File: config.mk
export PLATFORM = sky130hd
export DESIGN_NAME = fetch_queue
export DESIGN_NICKNAME = d
export VERILOG_FILES = /design/src/rtl/fetch_queue.sv
export SDC_FILE = /design/constraint.sdc
export NUM_CORES = 1
export LEC_CHECK = 0
export CAP_MARGIN = 20
export CORE_ASPECT_RATIO = 1.2
export CORE_UTILIZATION = 23
export DETAILED_ROUTE_END_ITERATION = 16
export GPL_ROUTABILITY_DRIVEN = 0
export PLACE_DENSITY_LB_ADDON = 0.12
export SETUP_SLACK_MARGIN = 0.5
export SYNTH_ARGS = -nofsm -noshare
export SYNTH_HDL_FRONTEND = slang
export SYNTH_SLANG_ARGS = --single-unit
File: constraint.sdc
create_clock -name clk -period 18.6 [get_ports clk]
set_input_delay 3.72 -clock clk [delete_from_list [all_inputs] [get_ports clk]]
set_output_delay 3.72 -clock clk [all_outputs]
set_load 0.05 [all_outputs]
File: src/rtl/fetch_queue.sv
// fetch_queue: instruction prefetch FIFO between the fetch PC and the ID stage.
// Prefetches sequential words while imem acknowledges, hands {pc, pc4, ir} to ID
// through a valid/ready handshake and flushes everything on a redirect.
// Optional feature: define FETCH_QUEUE_BYPASS_EN to forward an acknowledged fetch
// straight to deq_* when the queue is empty (zero-cycle latency).
module fetch_queue #(
    parameter int          DEPTH    = 4,
    parameter logic [31:0] RESET_PC = 32'h0000_0000
) (
    input  logic                       clk,
    input  logic                       rst,
    output logic [31:0]                imem_addr,
    output logic                       imem_req,
    input  logic [31:0]                imem_data,
    input  logic                       imem_ack_n,
    input  logic                       redirect,
    input  logic [31:0]                redirect_pc,
    input  logic                       deq_ready,
    output logic                       deq_valid,
    output logic [31:0]                deq_pc,
    output logic [31:0]                deq_pc4,
    output logic [31:0]                deq_ir,
    output logic [$clog2(DEPTH):0]     count
);

    localparam int AW = $clog2(DEPTH);
    localparam int CW = AW + 1;
    localparam logic [CW-1:0] DEPTH_C = CW'(DEPTH);

    typedef enum logic [1:0] {
        BOOT  = 2'd0,
        FETCH = 2'd1,
        FULL  = 2'd2
    } state_t;

    state_t        state_q;
    state_t        state_d;

    logic [31:0]   fetch_pc;
    logic [AW-1:0] wp;
    logic [AW-1:0] rp;
    logic [CW-1:0] count_q;
    logic [CW-1:0] count_next;

    // pc4 is stored alongside pc so a cleared slot reads back as all zeros
    logic [31:0]   mem_pc  [DEPTH];
    logic [31:0]   mem_pc4 [DEPTH];
    logic [31:0]   mem_ir  [DEPTH];

    logic          queue_valid;
    logic          is_full;
    logic          bypass;
    logic          bypass_take;
    logic          push;
    logic          pop;
    logic          fetch_adv;
    logic [31:0]   redirect_target;
    logic          unused_redirect_lsbs;

    assign redirect_target      = {redirect_pc[31:2], 2'b00};
    assign unused_redirect_lsbs = ^redirect_pc[1:0];

    assign is_full     = (count_q == DEPTH_C);
    assign queue_valid = (count_q != '0) & ~redirect;

`ifdef FETCH_QUEUE_BYPASS_EN
    // An acknowledged fetch into an empty queue is presented to ID directly.
    assign bypass = (count_q == '0) & (state_q == FETCH) & ~imem_ack_n & ~redirect;
`else
    assign bypass = 1'b0;
`endif

    assign bypass_take = bypass & deq_ready;
    assign deq_valid   = queue_valid | bypass;
    // A bypassed word never occupies a slot, so only queued entries advance rp.
    assign pop         = queue_valid & deq_ready;
    assign fetch_adv   = push | bypass_take;
    assign count_next  = count_q + CW'(push) - CW'(pop);

    assign imem_addr = fetch_pc;
    assign count     = count_q;

    // Next-state, fetch request and push decision.
    always_comb begin
        state_d  = state_q;
        imem_req = 1'b0;
        push     = 1'b0;
        case (state_q)
            BOOT: begin
                imem_req = 1'b0;
                push     = 1'b0;
            end
            FETCH: begin
                imem_req = 1'b1;
                push     = ~imem_ack_n & ~redirect & (~is_full | pop) & ~bypass_take;
            end
            FULL: begin
                // Fetching resumes only in a cycle where a slot is being freed.
                imem_req = pop;
                push     = pop & ~imem_ack_n & ~redirect;
            end
            default: begin
                imem_req = 1'b0;
                push     = 1'b0;
            end
        endcase

        if (redirect || state_q == BOOT) begin
            state_d = FETCH;
        end else if (count_next == DEPTH_C) begin
            state_d = FULL;
        end else begin
            state_d = FETCH;
        end
    end

    // State register.
    always_ff @(posedge clk or posedge rst) begin
        if (rst) begin
            state_q <= BOOT;
        end else begin
            state_q <= state_d;
        end
    end

    // Fetch PC, pointers and occupancy; redirect overrides any push or pop.
    always_ff @(posedge clk or posedge rst) begin
        if (rst) begin
            fetch_pc <= RESET_PC;
            wp       <= '0;
            rp       <= '0;
            count_q  <= '0;
        end else if (redirect) begin
            fetch_pc <= redirect_target;
            wp       <= '0;
            rp       <= '0;
            count_q  <= '0;
        end else begin
            if (fetch_adv) begin
                fetch_pc <= fetch_pc + 32'd4;
            end
            if (push) begin
                wp <= wp + AW'(1);
            end
            if (pop) begin
                rp <= rp + AW'(1);
            end
            count_q <= count_next;
        end
    end

    // Entry storage; cleared on reset so an empty queue reads back zeros.
    always_ff @(posedge clk or posedge rst) begin
        if (rst) begin
            for (int i = 0; i < DEPTH; i++) begin
                mem_pc[i]  <= '0;
                mem_pc4[i] <= '0;
                mem_ir[i]  <= '0;
            end
        end else if (push) begin
            mem_pc[wp]  <= fetch_pc;
            mem_pc4[wp] <= fetch_pc + 32'd4;
            mem_ir[wp]  <= imem_data;
        end
    end

`ifdef FETCH_QUEUE_BYPASS_EN
    // Head entry, or the in-flight fetch when it is being forwarded.
    always_comb begin
        deq_pc  = mem_pc[rp];
        deq_pc4 = mem_pc4[rp];
        deq_ir  = mem_ir[rp];
        if (bypass) begin
            deq_pc  = fetch_pc;
            deq_pc4 = fetch_pc + 32'd4;
            deq_ir  = imem_data;
        end
    end
`else
    // Head entry of the queue.
    always_comb begin
        deq_pc  = mem_pc[rp];
        deq_pc4 = mem_pc4[rp];
        deq_ir  = mem_ir[rp];
    end
`endif

endmodule

==> out/results.ini <==
[detailed_routing]
routedWlPerCell_um = 20.5
vias = 11019
drt_first_pass_iters = 4
ant_nets = 0
drt-initial-drc-count = 455
wl_mm = 51.6
vias_per_cell = 4.37
drc_errors = 0

[placement]
dpl.hpwl_mm = 30.9
io_buffers = 193
placed_area_um2 = 21300

[clock_tree]
ctsResizeCount = 0
cts_root_buffer = clkbuf_16
clk_latency_ns = 0.58
clkTransAtPathRegs_ns = 0.05
cts_tree = yes
cts_made_buffers = 49
post_cts_hold_buffer_count = 0
clk_path_buf_depth = 3
post_cts_buffers = 0
htree_levels = 2
cts_sinks = 407

[floorplanning]
io_pins = 202
start_util = 0.232
dieArea_um2 = 81000
die_w_um = 260
rows = 113
die_h_um = 312
core_area_um2 = 79200

[run_status]
status = complete, no violations

[timing]
slew_headroom = 0.278
rsz0062_at_grt = false
setup_violations = 0
fin_crit_sh = 0.517
tightestPinTransition_ns = 1.08
min_period_ns = 9.61
tns_ns = 0
fmax_mhz = 104
hold_violations = 0
maxSlewViolCount = 0
skew_ns = 0.0172

[layout]
fillers = 8056
synthToLayoutAreaGrowth_pct = 24.7
diodes = 0
fin_nets = 1527
drive_above_1_share = 0.341
final_area_um2 = 22900

[setup_path]
path_class = in -> out
crit_path_end_kind = primary output
worstPathMaxFanout = 28
cp.required_ns = 14.88
arrival_ns = 5.89
start_kind = primary input

[worst_hold_path]
min_path_type = reg -> reg

[logic_synthesis]
synth_flop_cell = dfrtp_1
synth_cells = 1287
ys_ff_latch = 407
netlist-cell-type-count = 35
syn_area_per_cell_um2 = 14.3
synth_edf_count = 0
ys_seq_area_frac = 0.554
ys_warn_count = 0
synthArstFlopShare = 1.00
synth_area_um2 = 18400

[power]
p_leak_nw = 9.72
ir_worst_vdd_mv = 0.101
p_per_area_nw_per_um2 = 183

[grt]
grt.total_usage = 0.129
grt_antenna_before_repair = 3
grt_pass1_vias = 12002
overflow = 0
grt_pass1_wl_mm = 79.2
grt_max_degree = 173

[run]
maxCapViolCount = 0

[metal layers]
metal  vias to the layer above  global-route usage  wire length (um)  part of all wire
li1                       4945                   -                 -                 -
met1                      5812               0.173             23400              0.45
met2                       190               0.206             24300              0.47
met3                        66              0.0346              2990             0.058
met4                         6              0.0297               901             0.017
met5                         -                   0                35           0.00068
[cells in the final DEF, fill, tap and decap left out, types with 6 or more instances in the layout]
cell / instances
mux2_2: 312
xnor2_1: 28
clkbuf_1: 18
clkbuf_16: 50
buf_4: 20
inv_1: 13
o21ai_0: 84
clkdlybuf4s50_1: 192
nor3_1: 6
mux4_2: 92
conb_1: 6
nand4_1: 23
nand3_1: 15
clkbuf_8: 13
xor2_1: 27
nand2_1: 98
nor2_1: 16
and3_1: 6
ha_1: 10
dfrtp_1: 405
[power breakdown]
group / total, mW / switching (mW) / internal (mW)
clock: 0.944 / 0.384 / 0.561
sequential: 1.44 / 0.209 / 1.23
combinational: 1.80 / 1.03 / 0.774
total: 4.19 / 1.62 / 2.57
[logic make-up (layout without fill, tap and decap cells)]
kind of cell,after synthesis,count (layout),synth area share
adders and majority gates,11,11,0.00790
and+or+nand+nor,188,188,0.0484
buffers and inverters,125,319,0.0302
other,1,6,0.000204
AOI/OAI and AO/OA,91,91,0.0260
muxes,409,409,0.307
xor gates and xnor gates,55,55,0.0262
DFF,407,407,0.554
[critical path, stage by stage]
cell and delay [ns]:
clkdlybuf4s50_1 0.55, nand3_1 0.14, o31ai_4 0.17, buf_4 0.41
clkdlybuf4s50_1 0.89
[sequential cells by signal, indices dropped and copies added, names as in the netlist]
signal	cells
rp	2
imem_addr	30
count	3
mem_pc	120
mem_ir	128
mem_pc4	120
state_q	2
wp	2
[Yosys cell counts (all sizes together), types with 14 or more instances]
cell	n	share of area
o21ai	84	0.023
inv	14	0.0029
nor2	17	0.0035
xnor2	28	0.013
mux4	92	0.11
nand2	98	0.020
nand3	15	0.0041
xor2	27	0.013
buf	61	0.017
nand4	24	0.0085
clkbuf	49	0.010
dfrtp	407	0.55
mux2	312	0.19
[worst paths after layout]
check | slack, ns | start | depth (start not counted) | to
worst max-delay path | 8.99 | deq_ready | 5 | imem_req
worst min-delay path | 0.47 | mem_pc4[15]$_DFFE_PP0P_ | 2 | mem_pc4[15]$_DFFE_PP0P_
worst max register to register | 14.95 | state_q[1]$_DFF_PP0_ | 16 | state_q[0]$_DFF_PP0_
worst min register to register | 0.47 | mem_pc4[15]$_DFFE_PP0P_ | 2 | mem_pc4[15]$_DFFE_PP0P_
max in group asynchronous | 13.32 | rst | 3 | imem_addr[22]$_DFFE_PP0N_
min in group asynchronous | 3.72 | rst | 2 | mem_ir[85]$_DFFE_PP0P_
[cell type report]
type / instances / area (um^2) / area share
Multi-Input combinational cell: 760 / 7670 / 0.335
Clock inverter: 9 / 87.6 / 0.00382
Tap cell: 1035 / 1290 / 0.0565
Inverter: 15 / 63.8 / 0.00279
Sequential cell: 407 / 10200 / 0.445
Clock buffer: 81 / 1500 / 0.0654
Timing Repair Buffer: 214 / 2100 / 0.0915
[stage by stage]
step | utilization | hold slack [ns] | std cells | worst slack, ns | total power, mW
6_report | 0.289 | 0.473 | 2521 | 8.99 | 4.19
2_1_floorplan | - | 0.445 | 1292 | 3.56 | 2.70
3_5_place_dp | 0.269 | 0.468 | 2431 | 8.95 | 3.30
5_1_grt | 0.289 | 0.495 | 2521 | 8.87 | 4.43
4_1_cts | 0.289 | 0.478 | 2521 | 8.95 | 4.28
3_3_place_gp | 0.269 | 0.457 | 2431 | 8.96 | 3.27
Power figures use the tool's default switching activity.
